$ cat config.mk
export PLATFORM = sky130hd
export DESIGN_NAME = bram_pattern_tester
export DESIGN_NICKNAME = d
export VERILOG_FILES = /design/src/rtl/bram_test_pkg.sv /design/src/rtl/bram_pattern_tester_debouncer.sv /design/src/rtl/bram_pattern_tester.sv
export SDC_FILE = /design/constraint.sdc
export NUM_CORES = 1
export LEC_CHECK = 0
export BUFFER_PORTS_ARGS = -buffer_cell sky130_fd_sc_hd__buf_2
export CORE_MARGIN = 1
export CORE_UTILIZATION = 45
export DETAILED_ROUTE_END_ITERATION = 10
export PLACE_DENSITY = 0.72
export SETUP_SLACK_MARGIN = 0.02
export SYNTH_ARGS = -nofsm -noshare
export SYNTH_HDL_FRONTEND = slang
export SYNTH_SLANG_ARGS = --single-unit
$ cat constraint.sdc
create_clock -name i_clk -period 13.9 [get_ports i_clk]
set_input_delay 2.78 -clock i_clk [delete_from_list [all_inputs] [get_ports i_clk]]
set_output_delay 2.78 -clock i_clk [all_outputs]
set_load 0.01 [all_outputs]
$ cat src/rtl/bram_test_pkg.sv
// Shared types and pattern generation for the BRAM pattern tester.
// Patterns are produced 64 bits wide; callers truncate to their word width.
package bram_test_pkg;

    typedef enum logic [2:0] {
        IDLE,
        WRITE,
        READ,
        DRAIN,
        DONE
    } state_t;

    typedef enum logic [1:0] {
        PAT_INC  = 2'd0,
        PAT_ADDR = 2'd1,
        PAT_INV  = 2'd2,
        PAT_LFSR = 2'd3
    } pat_mode_t;

    // Low bits are populated so narrow words still get a useful sequence.
    localparam logic [63:0] LFSR_POLY = 64'hD800_0000_A300_00C3;

    function automatic logic [63:0] pattern_word(
        input pat_mode_t   mode,
        input logic [63:0] base,
        input logic [63:0] addr,
        input logic [63:0] lfsr
    );
        logic [63:0] w;
        case (mode)
            PAT_INC:  w = base + addr;
            PAT_ADDR: w = addr;
            PAT_INV:  w = ~addr;
            default:  w = lfsr;
        endcase
        return w;
    endfunction

endpackage

$ cat src/rtl/bram_pattern_tester_debouncer.sv
// Two-flop button synchroniser with a stability counter.
// Emits the debounced level and a one-cycle pulse on its rising edge.
module button_debouncer #(
    parameter int DEBOUNCE_CYCLES = 100000
) (
    input  logic clk,
    input  logic rst_n,
    input  logic button,
    output logic level,
    output logic rise
);

    localparam int CW = $clog2(DEBOUNCE_CYCLES + 1);
    localparam logic [CW-1:0] LAST = CW'(DEBOUNCE_CYCLES - 1);

    logic [1:0]    sync_q;
    logic [CW-1:0] cnt_q;
    logic          synced;
    logic          settle;

    assign synced = sync_q[1];
    assign settle = (synced != level) && (cnt_q == LAST);

    always_ff @(posedge clk or negedge rst_n) begin
        if (!rst_n) begin
            sync_q <= '0;
            cnt_q  <= '0;
            level  <= 1'b0;
            rise   <= 1'b0;
        end else begin
            sync_q <= {sync_q[0], button};
            rise   <= settle && synced;
            // Any cycle agreeing with the accepted level restarts the count.
            if (synced == level || settle)
                cnt_q <= '0;
            else
                cnt_q <= cnt_q + 1'b1;
            if (settle)
                level <= synced;
        end
    end

endmodule

$ cat src/rtl/bram_pattern_tester.sv
// Button-launched BRAM write sweep followed by a compare read-back sweep.
// Reports pass, saturating mismatch count and first failing address.
module bram_pattern_tester
    import bram_test_pkg::*;
#(
    parameter int          DATA_WIDTH      = 32,
    parameter int          ADDR_WIDTH      = 10,
    parameter int          DEPTH           = 1024,
    parameter int          READ_LATENCY    = 1,
    parameter int          DEBOUNCE_CYCLES = 100000,
    parameter logic [63:0] LFSR_SEED       = 64'h1
) (
    input  logic                  i_clk,
    input  logic                  i_rst_n,
    input  logic                  i_button,
    input  logic [1:0]            i_mode,
    output logic [ADDR_WIDTH-1:0] o_bram_addr,
    output logic [DATA_WIDTH-1:0] o_bram_din,
    output logic                  o_bram_we,
    output logic                  o_bram_en,
    input  logic [DATA_WIDTH-1:0] i_bram_dout,
    output logic                  o_busy,
    output logic                  o_done,
    output logic                  o_pass,
    output logic [ADDR_WIDTH:0]   o_err_count,
    output logic [ADDR_WIDTH-1:0] o_first_err_addr
);

    localparam int CW = ADDR_WIDTH + 1;
    localparam int RL = READ_LATENCY;
    localparam logic [CW-1:0] LAST_ADDR  = CW'(DEPTH - 1);
    localparam logic [CW-1:0] LAST_DRAIN = CW'(RL - 1);
    localparam logic [DATA_WIDTH-1:0] SEED = DATA_WIDTH'(LFSR_SEED);
    localparam logic [DATA_WIDTH-1:0] POLY = DATA_WIDTH'(LFSR_POLY);

    logic [1:0] rst_sync;
    logic       rst_n;

    // Reset asserts immediately, releases two clocks later.
    always_ff @(posedge i_clk or negedge i_rst_n) begin
        if (!i_rst_n)
            rst_sync <= '0;
        else
            rst_sync <= {rst_sync[0], 1'b1};
    end
    assign rst_n = rst_sync[1];

    logic btn_level;
    logic btn_rise;

    button_debouncer #(
        .DEBOUNCE_CYCLES(DEBOUNCE_CYCLES)
    ) u_debounce (
        .clk   (i_clk),
        .rst_n (rst_n),
        .button(i_button),
        .level (btn_level),
        .rise  (btn_rise)
    );

    state_t                state_q, state_d;
    logic [CW-1:0]         cnt_q;
    pat_mode_t             mode_q;
    logic [DATA_WIDTH-1:0] base_q;
    logic [DATA_WIDTH-1:0] lfsr_q;
    logic [DATA_WIDTH-1:0] lfsr_next;
    logic [DATA_WIDTH-1:0] word;
    logic                  start;
    logic                  last_addr;
    logic                  last_drain;
    logic                  bram_en, bram_we, busy, done;

    assign start      = (state_q == IDLE) && btn_rise && btn_level;
    assign last_addr  = (cnt_q == LAST_ADDR);
    assign last_drain = (cnt_q == LAST_DRAIN);
    assign lfsr_next  = (lfsr_q >> 1) ^ (lfsr_q[0] ? POLY : '0);
    assign word = DATA_WIDTH'(pattern_word(mode_q, 64'(base_q),
                                           64'(cnt_q), 64'(lfsr_q)));

    always_ff @(posedge i_clk or negedge rst_n) begin
        if (!rst_n)
            state_q <= IDLE;
        else
            state_q <= state_d;
    end

    always_comb begin
        state_d = state_q;
        bram_en = 1'b0;
        bram_we = 1'b0;
        busy    = 1'b1;
        done    = 1'b0;
        case (state_q)
            IDLE: begin
                busy = 1'b0;
                if (start) state_d = WRITE;
            end
            WRITE: begin
                bram_en = 1'b1;
                bram_we = 1'b1;
                if (last_addr) state_d = READ;
            end
            READ: begin
                bram_en = 1'b1;
                if (last_addr) state_d = DRAIN;
            end
            DRAIN: begin
                if (last_drain) state_d = DONE;
            end
            DONE: begin
                done    = 1'b1;
                state_d = IDLE;
            end
            default: begin
                busy    = 1'b0;
                state_d = IDLE;
            end
        endcase
    end

    always_ff @(posedge i_clk or negedge rst_n) begin
        if (!rst_n) begin
            cnt_q  <= '0;
            mode_q <= PAT_INC;
            base_q <= '0;
            lfsr_q <= SEED;
        end else begin
            // Sweep/drain counter restarts on every state change.
            if (state_q == IDLE || state_d != state_q)
                cnt_q <= '0;
            else
                cnt_q <= cnt_q + 1'b1;
            if (start)
                mode_q <= pat_mode_t'(i_mode);
            if (state_q == DONE)
                base_q <= base_q + 1'b1;
            if (start || (state_q == WRITE && last_addr))
                lfsr_q <= SEED;
            else if (state_q == WRITE || state_q == READ)
                lfsr_q <= lfsr_next;
        end
    end

    logic [RL-1:0]         tag_v;
    logic [DATA_WIDTH-1:0] tag_exp  [RL];
    logic [ADDR_WIDTH-1:0] tag_addr [RL];
    logic                  mismatch;

    always_ff @(posedge i_clk or negedge rst_n) begin
        if (!rst_n) begin
            tag_v <= '0;
            for (int i = 0; i < RL; i++) begin
                tag_exp[i]  <= '0;
                tag_addr[i] <= '0;
            end
        end else begin
            tag_v[0]    <= (state_q == READ);
            tag_exp[0]  <= word;
            tag_addr[0] <= cnt_q[ADDR_WIDTH-1:0];
            for (int i = 1; i < RL; i++) begin
                tag_v[i]    <= tag_v[i-1];
                tag_exp[i]  <= tag_exp[i-1];
                tag_addr[i] <= tag_addr[i-1];
            end
        end
    end

    assign mismatch = tag_v[RL-1] && (i_bram_dout != tag_exp[RL-1]);

    logic [ADDR_WIDTH:0]   err_q;
    logic [ADDR_WIDTH-1:0] first_q;
    logic                  pass_q;

    always_ff @(posedge i_clk or negedge rst_n) begin
        if (!rst_n) begin
            err_q   <= '0;
            first_q <= '0;
            pass_q  <= 1'b0;
        end else if (start) begin
            err_q   <= '0;
            first_q <= '0;
            pass_q  <= 1'b0;
        end else begin
            if (mismatch) begin
                if (err_q == '0)
                    first_q <= tag_addr[RL-1];
                if (err_q != '1)
                    err_q <= err_q + 1'b1;
            end
            // Final compare lands on the last drain cycle; fold it in.
            if (state_q == DRAIN && last_drain)
                pass_q <= (err_q == '0) && !mismatch;
        end
    end

    assign o_bram_en        = bram_en;
    assign o_bram_we        = bram_we;
    assign o_bram_addr      = bram_en ? cnt_q[ADDR_WIDTH-1:0] : '0;
    assign o_bram_din       = bram_we ? word : '0;
    assign o_busy           = busy;
    assign o_done           = done;
    assign o_pass           = pass_q;
    assign o_err_count      = err_q;
    assign o_first_err_addr = first_q;

endmodule

# Word-level counts from Yosys, hierarchy flattened
# Index checks and enable logic that the tools add are counted.
# Widths: inputs -> output; s select.
[word_totals]
reg_bits = 168
out_inout_bits = 68
wordCells = 87
in_bits = 37
[classes]
bitwise = 2
add_sub_neg = 5
n_reduce_logical = 26
n_mux = 25
eq_ne = 13
[op_table]
columns = ["cell", "n"]
rows = [
  ["$mux 32", 4],
  ["$pmux 32 s3", 1],
  ["$mux 11", 4],
  ["$mux 10", 4],
  ["$add 32x1->32 const B", 1],
  ["$add 32x11->32", 1],
  ["$ne 32x32->1", 1],
  ["$not 11->32", 1],
  ["$xor 31x32->32", 1],
  ["$add 11x1->11 const B", 2],
  ["$logic_not 11->1", 2],
  ["$add 17x1->17 const B", 1],
  ["$eq 17x17->1 const B", 1],
  ["$mux 17", 1],
  ["$mux 3", 4],
  ["$pmux 3 s4", 1],
  ["$eq 11x10->1 const B", 1],
  ["$ne 11x11->1 const B", 1],
  ["$reduce_bool 2->1", 5],
  ["$logic_and 1x1->1", 8],
  ["$eq 3x2->1 const B", 2],
  ["$mux 1", 6],
  ["$logic_or 1x1->1", 4],
  ["$reduce_and 2->1", 2],
  ["other kinds (12)", 12],
]

# Depth between registers and ports, before layout
# Gate-level depths: netlist (run 1).
[logic_depth]
ltp_word = 8
mapped_depth = 10
mapped_depth_nobuf = 9

# Modules after synthesis
# From an unflattened synthesis (run 1), not the netlist that was laid out.
[hier_totals]
cells_unflattened = 931
hier_area_um2 = 8999.9
[modules_own_cells]
columns = ["module", "cells_each", "area_each_um2", "n_inst", "seq_area_each_um2"]
rows = [
  ["bram_pattern_tester", 832, 7982.7, 1, 3679.8],
  ["button_debouncer", 99, 1017.2, 1, 525.5],
]

# Worst setup path before layout (run 1)
# No wires, ideal clock.
[synth_timing]
path_type = "reg2out"
from = "register cnt_q[0]"
to = "output o_bram_din[18]"
t_required_ps = 11120
slack_ps = 8570
stages_incl_launch_ff = 10
t_arrival_ps = 2550
path_cell_list = "dfrtp_1 ha_1 inv_1 fa_1 and2b_1 o211ai_2 a211o_1 a21o_1 or4_1 a31oi_1"
[synth_between]
elab_chain_len = 3
[synth_lines]
columns = ["item", "line", "text"]
rows = [
  ["from (decl)", "bram_pattern_tester.sv:62", "logic [CW-1:0] cnt_q;"],
  ["from (signal assigned)", "bram_pattern_tester.sv:132", "cnt_q <= cnt_q + 1'b1;"],
  ["$add 32x11->32", "bram_test_pkg.sv:31", "PAT_INC: w = base + addr;"],
  ["$pmux 32 s3", "bram_test_pkg.sv:30", "case (mode)"],
  ["$mux 32", "bram_pattern_tester.sv:199", "assign o_bram_din = bram_we ? word : '0;"],
  ["to (decl)", "bram_pattern_tester.sv:18", "output logic [DATA_WIDTH-1:0] o_bram_din,"],
]
# Every way passes these cells.

# Worst setup path in the final report (run 1)
# Ends and elaborated chain as after synthesis.

==> summary.md, run 1 <==
| Metric | Value |
|---|---|
| Yosys warns | `0` |
| CP arrival | `3.44 ns` |
| Layout cell share with drive strength beyond 1 | `16.6%` |
| GRT Util Overall | `24.3%` |
| Die Y | `146 µm` |
| Ant. Diodes | `0` |
| WL/cell | `19.0 µm` |
| Initial antenna violation count | `0` |
| Vias in the first global route | `7326` |
| Number of enable flip-flop cells after synthesis | `0` |
| Core region area | `0.0203 mm²` |
| Clock H-tree levels | `4` |
| Post-route setup TNS | `0 ns` |
| Crit path cell chain | `ha_1 -> inv_1 -> fa_1 -> and2b_1 -> o211ai_2 -> a211o_1 -> a21o_1 -> or4_1 -> a31oi_1 -> buf_2` |
| R2r worst-path depth | `8` |
| Area delta synth->final | `13.4%` |
| First drt pass iteration count | `5` |
| Hold Vio Cnt, Final | `0` |
| Clock latency on the worst-skew pair | `0.44 ns` |
| CTS root buffer | `clkbuf_16` |
| Post-detail-place hpwl | `17.7 mm` |
| Max Cap Viol | `0` |
| Fin crit share | `44.8%` |
| FMAX | `161 MHz` |
| Slew Viols, Final | `0` |
| Top-level I/O count | `105` |
| Final net count | `1109` |
| Final core occ | `52.1%` |
| Via density | `5.82` |
| Die Footprint | `0.0213 mm²` |
| Main flop type after synthesis | `dfrtp_1` |
| PD cells | `95.5 mW/mm²` |
| RSZ-0062 raised after global routing | `false` |
| Fillcell total | `1849` |
| Post-synthesis sequential area ratio | `45.1%` |
| Post-Synthesis Cells | `984` |
| Status | `completed` |
| CP max-delay cell | `a211o_1` |
| CP Launch Point | `cnt_q[0]` |
| Req. time, crit path | `11.12 ns` |
| Die X | `146 µm` |
| Crit path largest cell delay | `0.48 ns` |
| Clock skew | `0.00990 ns` |
| Syn Nets | `1039` |
| Drc violations | `0` |
| Peak VDD IR | `0.0000769 V` |
| Fin cells | `1337` |
| Worst-path maximum fanout | `12` |
| Global-route wire length before repair | `40.4 mm` |
| Setup bufs post-CTS | `0` |
| Fin crit period | `6.22 ns` |
| Placed cell count | `1305` |
| CTS-repair resized insts | `0` |
| Startpoint types | `register` |
| Cell Area, Synth | `0.00932 mm²` |
| Synth Register Bits | `168` |
| Routability cong. | `0.965` |
| CTS Buf Count | `17` |
| Count of cell types in the netlist | `80` |
| Crit. End Element | `output pin` |
| Total grt overflow | `0` |
| Hold_buf cts | `0` |
| # setup viols final | `0` |
| WL final | `25.4 mm` |
| Reg clk slew, reported paths | `0.07 ns` |
| Average size of a mapped cell | `9.47 µm²` |
| I/O Buffers | `104` |
| Worst hold slack | `0.200 ns` |
| Worst-Margin Slew | `1.31 ns` |
| CTS Buffer Depth | `2` |
| TritonCTS clock tree | `built` |
| Hold Path Class | `reg2async` |
| Vias | `7777` |
| Initial core utilization | `45.9%` |
| DR iter-0 viols | `903` |
| Post-detailed-route count of antenna-violating nets | `0` |
| Static leakage | `4.98 nW` |
| Clock sink count | `168` |
| FP Rows | `52` |
| Pin count of the biggest net entering global routing | `76` |
| Reg2reg start | `state_q[2]` |
| Crit Path Class | `reg2out` |
| Slew HR | `12.6%` |
| Async SR Flop Fraction | `100%` |
-- registers in the layout (all words and copies together) (netlist names) --
signal	count
rst_sync	2
base_q	32
o_pass	1
u_debounce.cnt_q	17
tag_addr	10
o_err_count	11
o_first_err_addr	10
tag_exp	32
state_q	3
cnt_q	11
tag_v	1
lfsr_q	32
mode_q	2
u_debounce.level	1
u_debounce.sync_q	2
u_debounce.rise	1
-- cell type report --
type | count | area [µm²] | share of cell area (%)
multi-input cells | 734 | 4770 | 45.1
flip-flops and latches | 168 | 4210 | 39.8
repair buffers | 111 | 573 | 5.42
clock buffers | 17 | 425 | 4.02
well taps | 270 | 338 | 3.19
clock inverters | 15 | 179 | 1.69
inverters | 22 | 82.6 | 0.781
-- final timing paths --
kind	end	slack, ns
hold reg to reg	u_debounce.cnt_q[4]	0.20
hold / removal	u_debounce.cnt_q[4]	0.20
max in group asynchronous	rst_sync[1]	11.68
setup / recovery	o_bram_din[18]	7.68
min in group i_clk	rst_sync[1]	0.35
setup reg to reg	lfsr_q[6]	10.32
-- logic make-up after synthesis --
| logic type | after synthesis | share of synthesized area (%) |
|---|---|---|
| and+or+nand+nor | 379 | 21.0 |
| AOI/OAI and AO/OA | 201 | 14.5 |
| DFF | 168 | 45.1 |
| xor gates and xnor gates | 109 | 10.2 |
| buffers and inverters | 82 | 3.81 |
| muxes | 26 | 2.85 |
| adders and majority gates | 18 | 2.50 |
| other | 1 | 0.0402 |
-- Yosys cell counts, types with 8 or more instances --
library cell  instances  area (µm²)
ha_1                 17         213
xnor2_1              46         403
nor3_1               18        90.1
nand2b_1              9        56.3
and2_1               19         119
nand4_1              19         119
inv_1                18        67.6
clkbuf_1             34         128
a22o_1               26         228
a21oi_1              33         165
o21ai_0              47         235
dfrtp_1             167        4180
nand2_1              97         364
o211ai_1             10        75.1
nor2_1               83         312
o22ai_1              16         100
nor4_1               15        93.8
a31oi_1               8        50.1
buf_2                16        80.1
nor2b_1               8        50.1
xor2_1               63         552
and3_1               22         138
nand3_1              41         205
mux2i_1              22         220
-- placed cells by master (no fill, tap or decap), drive strengths merged, types with 8 or more instances in the layout --
cell type / count
dfrtp: 167
buf: 111
nand2: 97
nor2: 84
xor2: 63
o21ai: 52
xnor2: 46
nand3: 43
a21oi: 35
inv: 31
a22o: 26
and3: 22
mux2i: 22
nand4: 21
and2: 19
nor3: 19
ha: 17
clkbuf: 17
nor4: 17
o22ai: 16
o211ai: 11
nand2b: 9
a31oi: 8
nor2b: 8
or4: 8
-- worst max-delay path: cells and delay by family, from the launching register on --
| family | cells | cell delay (ns) |
|---|---|---|
| AOI/OAI and AO/OA | 4 | 1.04 |
| and+or+nand+nor | 2 | 0.67 |
| DFF | 1 | 0.46 |
| adders and majority gates | 2 | 0.62 |
| buffers and inverters | 2 | 0.22 |
-- per-stage QoR --
step | area, µm² | setup slack [ns] | power, mW
after floorplan | 9320 | 8.57 | 0.512
after global placement | 9970 | 8.19 | 0.523
after detailed placement | 9970 | 8.15 | 0.523
after CTS | 10600 | 7.68 | 1.02
after global routing | 10600 | 7.51 | 1.04
final | 10600 | 7.68 | 1.01
-- routing by layer --
| metal | track usage, % | wire length, µm | vias up |
|---|---|---|---|
| met4 | 10.7 | 806 | 0 |
| met2 | 35.1 | 11000 | 328 |
| met3 | 4.36 | 1910 | 44 |
| met5 | 0 | 0 | - |
| li1 | - | - | 3647 |
| met1 | 35.6 | 11700 | 3758 |
-- power breakdown --
group	leakage, nW	total, mW	internal (mW)	switching, mW
combinational	2.38	0.0213	0.00689	0.0144
sequential	2.31	0.492	0.490	0.00175
clock	0.297	0.497	0.273	0.224
total	4.98	1.01	0.770	0.240
No activity file was read; power rests on OpenSTA's default activity.
==> run 2, diff against run 1 <==
--- a/config.mk
+++ b/config.mk
@@ -5,11 +5,12 @@
 export SDC_FILE = /design/constraint.sdc
 export NUM_CORES = 1
 export LEC_CHECK = 0
+export ABC_AREA = 1
 export BUFFER_PORTS_ARGS = -buffer_cell sky130_fd_sc_hd__buf_2
 export CORE_MARGIN = 1
 export CORE_UTILIZATION = 45
 export DETAILED_ROUTE_END_ITERATION = 10
-export PLACE_DENSITY = 0.72
+export PLACE_DENSITY = 0.74
 export SETUP_SLACK_MARGIN = 0.02
 export SYNTH_ARGS = -nofsm -noshare
 export SYNTH_HDL_FRONTEND = slang
==> constraint.sdc (replaced) <==
create_clock -name i_clk -period 5.6 [get_ports i_clk]
set_input_delay 1.12 -clock i_clk [delete_from_list [all_inputs] [get_ports i_clk]]
set_output_delay 1.12 -clock i_clk [all_outputs]
set_load 0.01 [all_outputs]
==> summary.md, run 2 <==
| Metric | Value |
|---|---|
| Post-detail-place hpwl | `18.6 mm (was 17.7 mm)` |
| Commonest non-fill, non-tap cell in the layout | `nand2_1 (was dfrtp_1)` |
| Startpoint types | `register (unchanged)` |
| Status | `completed (unchanged)` |
| Core region area | `0.0212 mm² (was 0.0203 mm²)` |
| Total grt overflow | `0 (unchanged)` |
| Clock H-tree levels | `4 (unchanged)` |
| Global-route wire length before repair | `39.8 mm (was 40.4 mm)` |
| # setup viols final | `0 (unchanged)` |
| FP Rows | `53 (was 52)` |
| Post-detailed-route count of antenna-violating nets | `0 (unchanged)` |
| Clock sink count | `168 (unchanged)` |
| Routability cong. | `0.931 (was 0.965)` |
| Syn Nets | `1310 (was 1039)` |
| Most frequent cells in the layout | `nand2_1, inv_1, dfrtp_1 (was dfrtp_1, buf_2, nand2_1)` |
| GRT Util Overall | `23.0% (was 24.3%)` |
| Synth Register Bits | `168 (unchanged)` |
| Clock latency on the worst-skew pair | `0.44 ns (about the same)` |
| RSZ-0062 raised after global routing | `false (unchanged)` |
| Async SR Flop Fraction | `100% (unchanged)` |
| TritonCTS clock tree | `built (unchanged)` |
| Most used cell, CP | `nand2_1` |
| Area delta synth->final | `13.5% (was 13.4%)` |
| Worst path bufs/invs | `2 (unchanged)` |
| Slew Viols, Final | `0 (unchanged)` |
| WL final | `25.1 mm (was 25.4 mm)` |
| Die Footprint | `0.0223 mm² (was 0.0213 mm²)` |
| Switching share of total power | `22.7% (was 23.8%)` |
| Count of cell types in the netlist | `48 (was 80)` |
| P_sw | `0.555 mW (was 0.240 mW)` |
| Fin crit period | `4.15 ns` |
| Reg power frac | `50.1% (was 48.7%)` |
| Crit path depth | `13 (was 10)` |
| WL/cell | `15.3 µm (was 19.0 µm)` |
| Crit. End Element | `output pin (unchanged)` |
| Vias in the first global route | `8000 (was 7326)` |
| Setup bufs post-CTS | `0 (unchanged)` |
| Drc violations | `0 (unchanged)` |
| CTS Buf Count | `17 (unchanged)` |
| Cell Area, Synth | `0.00975 mm² (was 0.00932 mm²)` |
| Max Cap Viol | `0 (unchanged)` |
| Static leakage | `5.61 nW (was 4.98 nW)` |
| Crit Path Class | `reg2out (unchanged)` |
| Clock skew | `0.0120 ns (was 0.00990 ns)` |
| Cell with the most instances after synthesis | `nand2_1 (was dfrtp_1)` |
| Peak VDD IR | `0.000165 V (was 0.0000769 V)` |
| Die X | `149 µm (was 146 µm)` |
| Post-route setup TNS | `0 ns (unchanged)` |
| First drt pass iteration count | `5 (unchanged)` |
| Average size of a mapped cell | `7.77 µm² (was 9.47 µm²)` |
| Post-route design area | `0.0111 mm² (was 0.0106 mm²)` |
| I/O Buffers | `104 (unchanged)` |
| Int Power | `1.89 mW (was 0.770 mW)` |
| CTS-repair resized insts | `0 (unchanged)` |
| Fin crit share | `74.1%` |
| Yosys warns | `0 (unchanged)` |
| Reg clk slew, reported paths | `0.07 ns (about the same)` |
| Req. time, crit path | `4.48 ns (was 11.12 ns)` |
| CP arrival | `3.03 ns (was 3.44 ns)` |
| Via density | `5.22 (was 5.82)` |
| Worst hold slack | `0.354 ns (was 0.200 ns)` |
| Post-synthesis sequential area ratio | `43.1% (was 45.1%)` |
| Final net count | `1406 (was 1109)` |
| Slew HR | `22.3% (was 12.6%)` |
| Hold_buf cts | `0 (unchanged)` |
| CTS Buffer Depth | `2 (unchanged)` |
| Commonest cells post-synth | `nand2_1, inv_1, dfrtp_1 (was dfrtp_1, nand2_1, nor2_1)` |
| Pin count of the biggest net entering global routing | `62 (was 76)` |
| PD cells | `221 mW/mm² (was 95.5 mW/mm²)` |
| Initial core utilization | `46.1% (was 45.9%)` |
| Number of enable flip-flop cells after synthesis | `0 (unchanged)` |
| Yosys top cell by area | `dfrtp_1 (unchanged)` |
| Hold Vio Cnt, Final | `0 (unchanged)` |
| Crit path largest cell delay | `0.58 ns (was 0.48 ns)` |
| Layout cell share with drive strength beyond 1 | `15.8% (was 16.6%)` |
| Combinational power share | `2.2% (was 2.1%)` |
| FMAX | `241 MHz` |
| Hold Path Class | `reg2async (unchanged)` |
| Crit path cell chain | `ha_1 -> inv_1 -> fa_1 -> nor2_1 -> nand2_1 -> nand3_1 -> nand2_1 -> nand2_1 -> nand2_1 -> nand2_1 -> nand3_1 -> a21oi_1 -> buf_2 (was ha_1 -> inv_1 -> fa_1 -> and2b_1 -> o211ai_2 -> a211o_1 -> a21o_1 -> or4_1 -> a31oi_1 -> buf_2)` |
| Top cells by area, synth | `dfrtp_1, nand2_1, inv_1, nand3_1, nor2_1 (was dfrtp_1, xor2_1, xnor2_1, nand2_1, nor2_1)` |
| Worst-Margin Slew | `1.16 ns (was 1.31 ns)` |
| DR iter-0 viols | `577 (was 903)` |
| Dpl cell area | `0.0105 mm² (was 0.00997 mm²)` |
| Ant. Diodes | `0 (unchanged)` |
| Fillcell total | `1977 (was 1849)` |
| Leading registers by flop count | `base_q: 32 flops, lfsr_q: 32 flops, tag_exp: 32 flops (unchanged)` |
| Post-Synthesis Cells | `1255 (was 984)` |
| CP max-delay cell | `dfrtp_1 (was a211o_1)` |
| Main flop type after synthesis | `dfrtp_1 (unchanged)` |
| Crit-path leading delay family | `simple AND/OR/NAND/NOR gates (was compound AO/OA/AOI/OAI gates)` |
| Yosys top cell area share | `42.9% (was 44.8%)` |
| CTS root buffer | `clkbuf_16 (unchanged)` |
| R2r worst-path depth | `7 (was 8)` |
| Top-level I/O count | `105 (unchanged)` |
| Die Y | `149 µm (was 146 µm)` |
| Clock share of power | `47.8% (was 49.2%)` |
| Vias | `8553 (was 7777)` |
| Worst-path maximum fanout | `11 (was 12)` |
| Initial antenna violation count | `0 (unchanged)` |
| Final core occ | `52.3% (was 52.1%)` |
-- run 2: cell count changes in the layout (fill, tap and decap cells not counted), moves of 10 or more --
cell,before,now
inv_1,18,170
and2_1,19,8
nand2_1,97,298
mux2i_1,22,0
o22ai_2,0,20
xnor2_1,46,36
nor2_2,2,15
and3_1,22,0
nor2_1,82,127
a22o_1,26,0
xor2_1,63,47
nand3_1,41,112
o22ai_1,16,5
-- run 2: routing by layer --
layer	vias to the layer above	track usage, %	share of wire, %
met1	4102	31.1	46
met3	39	4.25	5.1
li1	4176	-	-
met5	-	0	0
met2	236	36.9	47
met4	0	7.91	2.4
-- run 2: area by class of cell --
| class | count | area [µm²] | area share [%] |
|---|---|---|---|
| multi-input cells | 875 | 4700 | 42.5 |
| flip-flops and latches | 168 | 4210 | 38.0 |
| inverters | 182 | 684 | 6.18 |
| repair buffers | 107 | 543 | 4.91 |
| clock buffers | 21 | 470 | 4.25 |
| well taps | 275 | 344 | 3.11 |
| clock inverters | 11 | 114 | 1.03 |
-- run 2: logic make-up after synthesis --
logic type	share of synthesized area, %
flip-flops	43.1
AND/OR/NAND/NOR	29.8
other	0.0385
buffers and inverters	8.61
XOR/XNOR	7.46
adder cells (fa/ha/maj)	2.39
AO/OA/AOI/OAI	8.52
-- run 2: power by group through the flow --
stage / logic (mW) / registers, mW / clock network, mW
after global routing: 0.0612 / 1.23 / 1.23
after global placement: 0.0536 / 1.25 / 0
after detailed placement: 0.0543 / 1.25 / 0
final: 0.0529 / 1.22 / 1.17
after floorplan: 0.0183 / 1.26 / 0
after CTS: 0.0545 / 1.23 / 1.18
-- run 2: worst paths after layout --
path,from,end,slack (ns)
setup / recovery,cnt_q[0],o_bram_din[30],1.45
max in group asynchronous,rst_sync[1],lfsr_q[27],3.98
hold / removal,rst_sync[1],u_debounce.cnt_q[10],0.35
setup reg to reg,state_q[0],lfsr_q[29],2.37
hold reg to reg,rst_sync[1],u_debounce.cnt_q[10],0.35
min in group i_clk,u_debounce.sync_q[0],u_debounce.sync_q[1],0.36
-- run 2: worst reg2reg max path, stage by stage, from the launching register on --
cell and delay [ns]:
dfrtp_1 0.45, nor2_4 0.15, nand4_2 0.53, inv_2 0.74
nor2_4 0.13, clkinv_2 0.50, nand2_4 0.39, o22ai_1 0.23
-- run 2: through the flow --
step	setup WS, ns	std cells	total power [mW]
after CTS	1.46	1639	2.46
final	1.45	1639	2.45
after global routing	1.28	1639	2.52
after global placement	1.97	1607	1.30
after floorplan	0.574	1255	1.28
after detailed placement	1.94	1607	1.30
